<file path="src/rtl/config_stream_if.sv">
// Host-side command/payload handshakes and the config bus outputs of the
// transmitter, bundled so the host and the transmitter share one port.
interface config_stream_if;
  logic       trace_req;
  logic       cmd_valid;
  logic       cmd_ready;
  logic [7:0] cmd_id;
  logic [7:0] cmd_len;
  logic       byte_valid;
  logic       byte_ready;
  logic [7:0] byte_data;
  logic       tracing;
  logic [7:0] configId;
  logic [7:0] configData;
  logic       busy;
  logic       err;

  modport master (
    output trace_req, cmd_valid, cmd_id, cmd_len, byte_valid, byte_data,
    input  cmd_ready, byte_ready, tracing, configId, configData, busy, err
  );

  modport slave (
    input  trace_req, cmd_valid, cmd_id, cmd_len, byte_valid, byte_data,
    output cmd_ready, byte_ready, tracing, configId, configData, busy, err
  );
endinterface

</file>
<file path="src/rtl/config_stream_transmitter.sv">
// Buffers one host-written config packet, then replays it gap-free on the
// byte-serial config bus with tracing held off and idle IDs around it.
module config_stream_transmitter #(
  parameter int         MAX_PKT_BYTES  = 48,
  parameter logic [7:0] IDLE_CONFIG_ID = 8'hFF,
  parameter int         DRAIN_CYCLES   = 4,
  parameter int         GAP_CYCLES     = 1
) (
  input  logic           clk,
  input  logic           reset_n,
  config_stream_if.slave bus
);

  localparam int CW     = $clog2(MAX_PKT_BYTES + 1);
  localparam int PH_MAX = (DRAIN_CYCLES > GAP_CYCLES) ? DRAIN_CYCLES : GAP_CYCLES;
  localparam int PW     = $clog2(PH_MAX + 1);

  typedef enum logic [2:0] {IDLE, LOAD, DRAIN, SEND, GAP} state_t;

  state_t          state, state_d;
  logic [7:0]      mem [MAX_PKT_BYTES];
  logic [7:0]      id_q;
  logic [CW-1:0]   len_q, wr_ptr, rd_ptr, rd_idx;
  logic [PW-1:0]   ph_cnt;

  logic            tracing_q, busy_q, err_q, cmd_ready_q, byte_ready_q;
  logic [7:0]      config_id_q, config_data_q;
  logic            tracing_d, busy_d, err_d, cmd_ready_d, byte_ready_d;
  logic [7:0]      config_id_d, config_data_d;

  logic cmd_acc, cmd_bad, byte_acc, last_byte;

  assign cmd_acc   = (state == IDLE) && bus.cmd_valid && cmd_ready_q;
  assign cmd_bad   = (bus.cmd_len == 8'd0) || (bus.cmd_len > 8'(MAX_PKT_BYTES)) ||
                     (bus.cmd_id == IDLE_CONFIG_ID);
  assign byte_acc  = (state == LOAD) && bus.byte_valid && byte_ready_q;
  assign last_byte = (wr_ptr == len_q - CW'(1));
  // The first SEND byte is fetched while still in DRAIN.
  assign rd_idx    = (state == DRAIN) ? '0 : rd_ptr;

  always_ff @(posedge clk or negedge reset_n) begin
    if (!reset_n) begin
      state         <= IDLE;
      tracing_q     <= 1'b0;
      config_id_q   <= IDLE_CONFIG_ID;
      config_data_q <= 8'd0;
      busy_q        <= 1'b0;
      err_q         <= 1'b0;
      cmd_ready_q   <= 1'b1;
      byte_ready_q  <= 1'b0;
    end else begin
      state         <= state_d;
      tracing_q     <= tracing_d;
      config_id_q   <= config_id_d;
      config_data_q <= config_data_d;
      busy_q        <= busy_d;
      err_q         <= err_d;
      cmd_ready_q   <= cmd_ready_d;
      byte_ready_q  <= byte_ready_d;
    end
  end

  always_comb begin
    state_d = state;
    case (state)
      IDLE:    if (cmd_acc && !cmd_bad) state_d = LOAD;
      LOAD:    if (byte_acc && last_byte) state_d = DRAIN;
      DRAIN:   if (ph_cnt == PW'(DRAIN_CYCLES - 1)) state_d = SEND;
      SEND:    if (rd_ptr == len_q) state_d = GAP;
      GAP:     if (ph_cnt == PW'(GAP_CYCLES - 1)) state_d = IDLE;
      default: state_d = IDLE;
    endcase
  end

  // Outputs are computed for the state being entered, then registered.
  always_comb begin
    tracing_d     = 1'b0;
    config_id_d   = IDLE_CONFIG_ID;
    config_data_d = 8'd0;
    busy_d        = 1'b1;
    err_d         = 1'b0;
    cmd_ready_d   = 1'b0;
    byte_ready_d  = 1'b0;
    case (state_d)
      IDLE: begin
        tracing_d   = bus.trace_req;
        busy_d      = 1'b0;
        cmd_ready_d = 1'b1;
        err_d       = cmd_acc && cmd_bad;
      end
      LOAD: begin
        tracing_d    = bus.trace_req;
        byte_ready_d = 1'b1;
      end
      SEND: begin
        config_id_d   = id_q;
        config_data_d = mem[rd_idx];
      end
      default: ;
    endcase
  end

  always_ff @(posedge clk) begin
    if (cmd_acc) begin
      id_q   <= bus.cmd_id;
      len_q  <= bus.cmd_len[CW-1:0];
      wr_ptr <= '0;
    end
    if (byte_acc) begin
      mem[wr_ptr] <= bus.byte_data;
      wr_ptr      <= wr_ptr + CW'(1);
    end
    ph_cnt <= (state != state_d) ? '0 : ph_cnt + PW'(1);
    if (state == DRAIN)
      rd_ptr <= CW'(1);
    else if (state == SEND)
      rd_ptr <= rd_ptr + CW'(1);
  end

  assign bus.tracing    = tracing_q;
  assign bus.configId   = config_id_q;
  assign bus.configData = config_data_q;
  assign bus.busy       = busy_q;
  assign bus.err        = err_q;
  assign bus.cmd_ready  = cmd_ready_q;
  assign bus.byte_ready = byte_ready_q;

endmodule

</file>
<file path="src/flat_wrapper.sv">
// flat-port wrapper written by rule: the top's interface ports become plain ports
module config_stream_transmitter_flat 
#(
  parameter int         MAX_PKT_BYTES  = 48,
  parameter logic [7:0] IDLE_CONFIG_ID = 8'hFF,
  parameter int         DRAIN_CYCLES   = 4,
  parameter int         GAP_CYCLES     = 1
)
  (clk, reset_n, bus_trace_req, bus_cmd_valid, bus_cmd_id, bus_cmd_len, bus_byte_valid, bus_byte_data, bus_cmd_ready, bus_byte_ready, bus_tracing, bus_configId, bus_configData, bus_busy, bus_err);
  config_stream_if bus_i ();
  input  logic clk;
  input  logic reset_n;
  input wire logic [$bits(bus_i.trace_req)-1:0] bus_trace_req;
  input wire logic [$bits(bus_i.cmd_valid)-1:0] bus_cmd_valid;
  input wire logic [$bits(bus_i.cmd_id)-1:0] bus_cmd_id;
  input wire logic [$bits(bus_i.cmd_len)-1:0] bus_cmd_len;
  input wire logic [$bits(bus_i.byte_valid)-1:0] bus_byte_valid;
  input wire logic [$bits(bus_i.byte_data)-1:0] bus_byte_data;
  output wire logic [$bits(bus_i.cmd_ready)-1:0] bus_cmd_ready;
  output wire logic [$bits(bus_i.byte_ready)-1:0] bus_byte_ready;
  output wire logic [$bits(bus_i.tracing)-1:0] bus_tracing;
  output wire logic [$bits(bus_i.configId)-1:0] bus_configId;
  output wire logic [$bits(bus_i.configData)-1:0] bus_configData;
  output wire logic [$bits(bus_i.busy)-1:0] bus_busy;
  output wire logic [$bits(bus_i.err)-1:0] bus_err;
  assign bus_i.trace_req = bus_trace_req;
  assign bus_i.cmd_valid = bus_cmd_valid;
  assign bus_i.cmd_id = bus_cmd_id;
  assign bus_i.cmd_len = bus_cmd_len;
  assign bus_i.byte_valid = bus_byte_valid;
  assign bus_i.byte_data = bus_byte_data;
  assign bus_cmd_ready = bus_i.cmd_ready;
  assign bus_byte_ready = bus_i.byte_ready;
  assign bus_tracing = bus_i.tracing;
  assign bus_configId = bus_i.configId;
  assign bus_configData = bus_i.configData;
  assign bus_busy = bus_i.busy;
  assign bus_err = bus_i.err;
  config_stream_transmitter #(.MAX_PKT_BYTES(MAX_PKT_BYTES), .IDLE_CONFIG_ID(IDLE_CONFIG_ID), .DRAIN_CYCLES(DRAIN_CYCLES), .GAP_CYCLES(GAP_CYCLES)) u_core (.clk(clk), .reset_n(reset_n), .bus(bus_i));
endmodule
</file>
<file path="config.mk">
export PLATFORM = sky130hd
export DESIGN_NAME = config_stream_transmitter_flat
export DESIGN_NICKNAME = d
export VERILOG_FILES = /design/src/rtl/config_stream_if.sv /design/src/rtl/config_stream_transmitter.sv /design/src/flat_wrapper.sv
export SDC_FILE = /design/constraint.sdc
export NUM_CORES = 1
export LEC_CHECK = 0
export ABC_AREA = 0
export CORE_AREA = 3 3 230 232
export CTS_CLUSTER_SIZE = 30
export DETAILED_ROUTE_END_ITERATION = 6
export DIE_AREA = 0 0 233 235
export PLACE_DENSITY = 0.48
export SYNTH_ARGS = -nofsm -noshare
export SYNTH_HDL_FRONTEND = slang
export SYNTH_SLANG_ARGS = --single-unit
export TNS_END_PERCENT = 1
</file>
<file path="constraint.sdc">
create_clock -name clk -period 4 [get_ports clk]
set_clock_uncertainty 0.2 [all_clocks]
set_input_delay 0.8 -clock clk [delete_from_list [all_inputs] [get_ports clk]]
set_output_delay 0.8 -clock clk [all_outputs]
set_load 0.005 [all_outputs]
</file>
==> flow_summary.json <==
{
  "dp.cells": 1870,
  "startpoint": "u_core.state[1]$_DFF_PN0_",
  "cts_max_path_buffers": 3,
  "drc": 0,
  "placement.cell_area_mm2": 0.01935,
  "hold_path.startpoint": "u_core.id_q[6]$_DFFE_PP_",
  "crit-reg2reg-launch": "u_core.state[1]$_DFF_PN0_",
  "fill_cells": 4671,
  "max_clock_freq_mhz": 315.8,
  "cts_sinks": 437,
  "power.internal_mw": 8.953,
  "fraction_of_the_yosys_area_taken_by_sequential_cells_pct": 72.31,
  "rsz0062_at_grt": "no",
  "fp.dieArea_mm2": 0.05476,
  "worst_slack_setup_final_ns": 0.8330,
  "power.share.switching_pct": 31.24,
  "detailed_place_hpwl_mm": 30.54,
  "worst_slew_pin_slew_ns": 1.102,
  "irDropWorstVdd_mv": 0.2744,
  "io_buffers": 49,
  "synth-xor-area-share_pct": 1.127,
  "global_route.usage.total_pct": 17.33,
  "cts_hold_repair.buffers": 0,
  "drive_above_1_share_pct": 18.23,
  "power_frac_comb_pct": 24.6,
  "synthDominantCellAreaShare_pct": 67.88,
  "antenna_violations_before_repair": 0,
  "netlist-cell-type-count": 66,
  "path_max_fanout": 26,
  "finalWirelength_mm": 47.77,
  "grt_overflow_total": 0,
  "finalSetupTns_ns": 0,
  "worst-setup-path-type": "reg -> reg",
  "regToRegEndpoint": "u_core.bus.configData[2]$_DFF_PN0_",
  "critical_path.endpoint": "u_core.bus.configData[2]$_DFF_PN0_",
  "maxCapViolCount": 0,
  "avgSynthCellArea_um2": 15.50,
  "finalPower_mw": 13.02,
  "ys.warnings.count": 0,
  "final_hold_viol_count": 0,
  "cts_tree": "yes",
  "total_cts_buffers": 48,
  "clk-insertion-delay-late_ns": 0.57,
  "postCtsSetupBuffers": 0,
  "pre_cts_slack_ns": 0.8033,
  "endpoint_kind": "flop",
  "outcome": "complete, no violations",
  "synth_edf_count": 404,
  "synthAdderAreaFrac_pct": 0.4201,
  "clock_power_share_pct": 33.5,
  "start_util_pct": 34.91,
  "h-tree-depth": 2,
  "rr_worst_depth": 6,
  "routed-via-count": 10449,
  "drtAntennaViolNets": 0,
  "power.static_leakage_nw": 6.855,
  "share_seq_of_total_power_pct": 41.9,
  "report.final.setup_viol": 0,
  "die_span_y_um": 235,
  "antenna_cells": 0,
  "ys_async_sr_fraction_pct": 5.492,
  "synth.net_count": 1188,
  "leading_cell_types_by_total_area_after_synthesis": "sky130_fd_sc_hd__edfxtp_1 68%, sky130_fd_sc_hd__mux2i_1 2.7%, sky130_fd_sc_hd__mux4_2 2.5%",
  "nNetsFinal": 1275,
  "cellPowerDensity_mw_per_mm2": 622.8,
  "global_route_wire_length_before_repair_mm": 70.25,
  "synth_top_cell_by_area": "sky130_fd_sc_hd__edfxtp_1",
  "hold-worst-slack_ns": 0.2279,
  "drtIter0Drc": 1102,
  "first_global_vias": 10289,
  "synthesis.instances": 1153,
  "gp_congestion": 0.8117,
  "netSwitchingPower_mw": 4.069,
  "dieWidth_um": 233,
  "core.rowCount": 83,
  "worstPathArrival_ns": 3.40,
  "grt_start_max_net_pins": 69,
  "timing.critical_path.from_type": "flop",
  "min_cycle_time_layout_ns": 3.167,
  "synth_mux_area_share_pct": 7.414,
  "main_combinational_cell_family_by_area_after_synthesis": "compound AO/OA/AOI/OAI gates",
  "synth_compound_gate_area_share_pct": 9.150,
  "syn_area_mm2": 0.01787,
  "core_mm2": 0.05120,
  "timing.slew.headroom_pct": 26.55,
  "instances_no_fill": 1958,
  "class_of_the_worst_hold_path": "reg -> reg",
  "cts_repair_resize_count": 0,
  "clkTransAtPathRegs_ns": 0.06,
  "clock-root-buffer": "sky130_fd_sc_hd__clkbuf_16",
  "drt_pass1_iterations": 5,
  "postSynthRegisterBits": 437,
  "min_period_over_period_pct": 79.17,
  "area_delta_synth_final_pct": 17.00,
  "synth-simple-area-share_pct": 7.043,
  "ioPinCount": 50,
  "layout.cell_area.non_filler_mm2": 0.02091,
  "post_drt_wl_per_cell_um": 24.40,
  "timing.final.max_slew_violations": 0,
  "postSynth.topFlopCell": "sky130_fd_sc_hd__edfxtp_1",
  "timing.critical_path.required_ns": 4.23,
  "timing.reg2reg.setup_slack_ns": 0.83,
  "final_core_util_pct": 40.84,
  "avgViaCountPerCell": 5.337
}
## cells by family (layout without fill, tap and decap cells)
| kind of cell | count (synthesis) | count (layout) |
|---|---|---|
| AOI/OAI and AO/OA | 239 | 239 |
| adders and majority gates | 6 | 6 |
| and+or+nand+nor | 247 | 247 |
| buffers and inverters | 98 | 223 |
| muxes | 103 | 103 |
| xor gates and xnor gates | 23 | 23 |
| DFF | 437 | 437 |
## cell usage in the layout (no fill, tap or decap), drive strengths merged, types with 6 or more instances in the layout
cell	instances
edfxtp	404
a31oi	12
inv	20
nand3b	12
mux4	20
a2111oi	14
nor2	56
dfstp	9
xor2	6
a22o	6
xnor2	17
dfrtp	15
clkdlybuf4s50	41
dfxtp	9
nand3	13
nand2	64
o211ai	14
nor3	33
o221ai	13
o21ai	50
a21boi	7
o32ai	7
clkinv	22
ha	6
and3	22
a21oi	45
a211oi	20
o2111ai	6
a22oi	7
o22ai	10
buf	75
mux2i	48
clkbuf	58
a221oi	18
nand2b	11
mux2	35
## layout make-up
type                       count  area (µm²)  area share [%]
timing repair buffer         116       991.0           4.739
multi-input combinational    618        4502           21.53
sequential                   437       12930           61.85
clock inverter                30       250.2           1.197
tap                          680       850.8           4.069
inverter                      19       71.32          0.3411
clock buffer                  58        1313           6.277
## how the worst min path moves through the flow
stage	slack (ns)	to	cells past startpoint
global placement	0.21	u_core.bus.configId[4]$_DFF_PN1_	1
global route	0.25	u_core.bus.configId[6]$_DFF_PN1_	1
finish	0.23	u_core.bus.configId[6]$_DFF_PN1_	1
floorplan	0.21	u_core.bus.configId[0]$_DFF_PN1_	1
detailed placement	0.22	u_core.bus.configId[6]$_DFF_PN1_	1
CTS	0.23	u_core.bus.configId[6]$_DFF_PN1_	1
## per-layer routing
layer	vias to the layer above	share of wire [%]	global-route usage, %	wire, µm
li1	4727	-	-	-
met1	5335	47	25.77	22330
met2	308	45	25.70	21520
met3	79	5.4	2.995	2580
met4	0	2.8	5.786	1345
met5	-	0	0	0
## cell usage after synthesis (all sizes together), types with 3 or more instances
master / number
nor3: 33
a21oi: 45
nor3b: 4
nor2: 56
or2: 4
a22oi: 7
nor2b: 5
o211ai: 14
nand2: 64
o221ai: 13
or3b: 5
a211oi: 20
a2111oi: 14
nor4: 3
o32ai: 7
o2111ai: 6
or3: 3
and3: 22
nand3b: 12
a21boi: 7
dfrtp: 15
nand3: 13
dfstp: 9
and2: 4
o21ai: 50
dfxtp: 9
clkbuf: 35
inv: 18
a31oi: 12
nand4: 4
nand2b: 11
xor2: 6
mux4: 20
ha: 6
xnor2: 17
edfxtp: 404
buf: 44
a221oi: 18
a22o: 6
mux2: 35
o22ai: 10
mux2i: 48
## critical path: stages, from the launching register on
cell,delay (ns)
sky130_fd_sc_hd__dfrtp_1,0.45
sky130_fd_sc_hd__or3b_2,0.72
sky130_fd_sc_hd__nand2_1,0.61
sky130_fd_sc_hd__o221ai_1,0.42
sky130_fd_sc_hd__o2111ai_1,0.31
sky130_fd_sc_hd__o211ai_1,0.24
sky130_fd_sc_hd__a21oi_1,0.08
## power groups by stage
stage / Combinational (mW) / Sequential [mW] / Clock (mW)
finish: 3.20 / 5.46 / 4.36
global route: 3.46 / 5.49 / 4.66
CTS: 3.23 / 5.46 / 4.48
detailed placement: 3.22 / 5.55 / 0
global placement: 3.22 / 5.55 / 0
floorplan: 2.22 / 5.30 / 0
## registers in the layout (all words and copies together), names as in the netlist
| name | count |
|---|---|
| u_core.bus.cmd_ready | 1 |
| u_core.bus.tracing | 1 |
| u_core.rd_ptr | 6 |
| u_core.id_q | 8 |
| u_core.bus.busy | 1 |
| u_core.bus.err | 1 |
| u_core.state | 3 |
| u_core.wr_ptr | 6 |
| u_core.bus.byte_ready | 1 |
| u_core.bus.configData | 8 |
| u_core.len_q | 6 |
| u_core.ph_cnt | 3 |
| u_core.bus.configId | 8 |
| u_core.mem | 384 |
No activity file was read; power rests on OpenSTA's default activity.
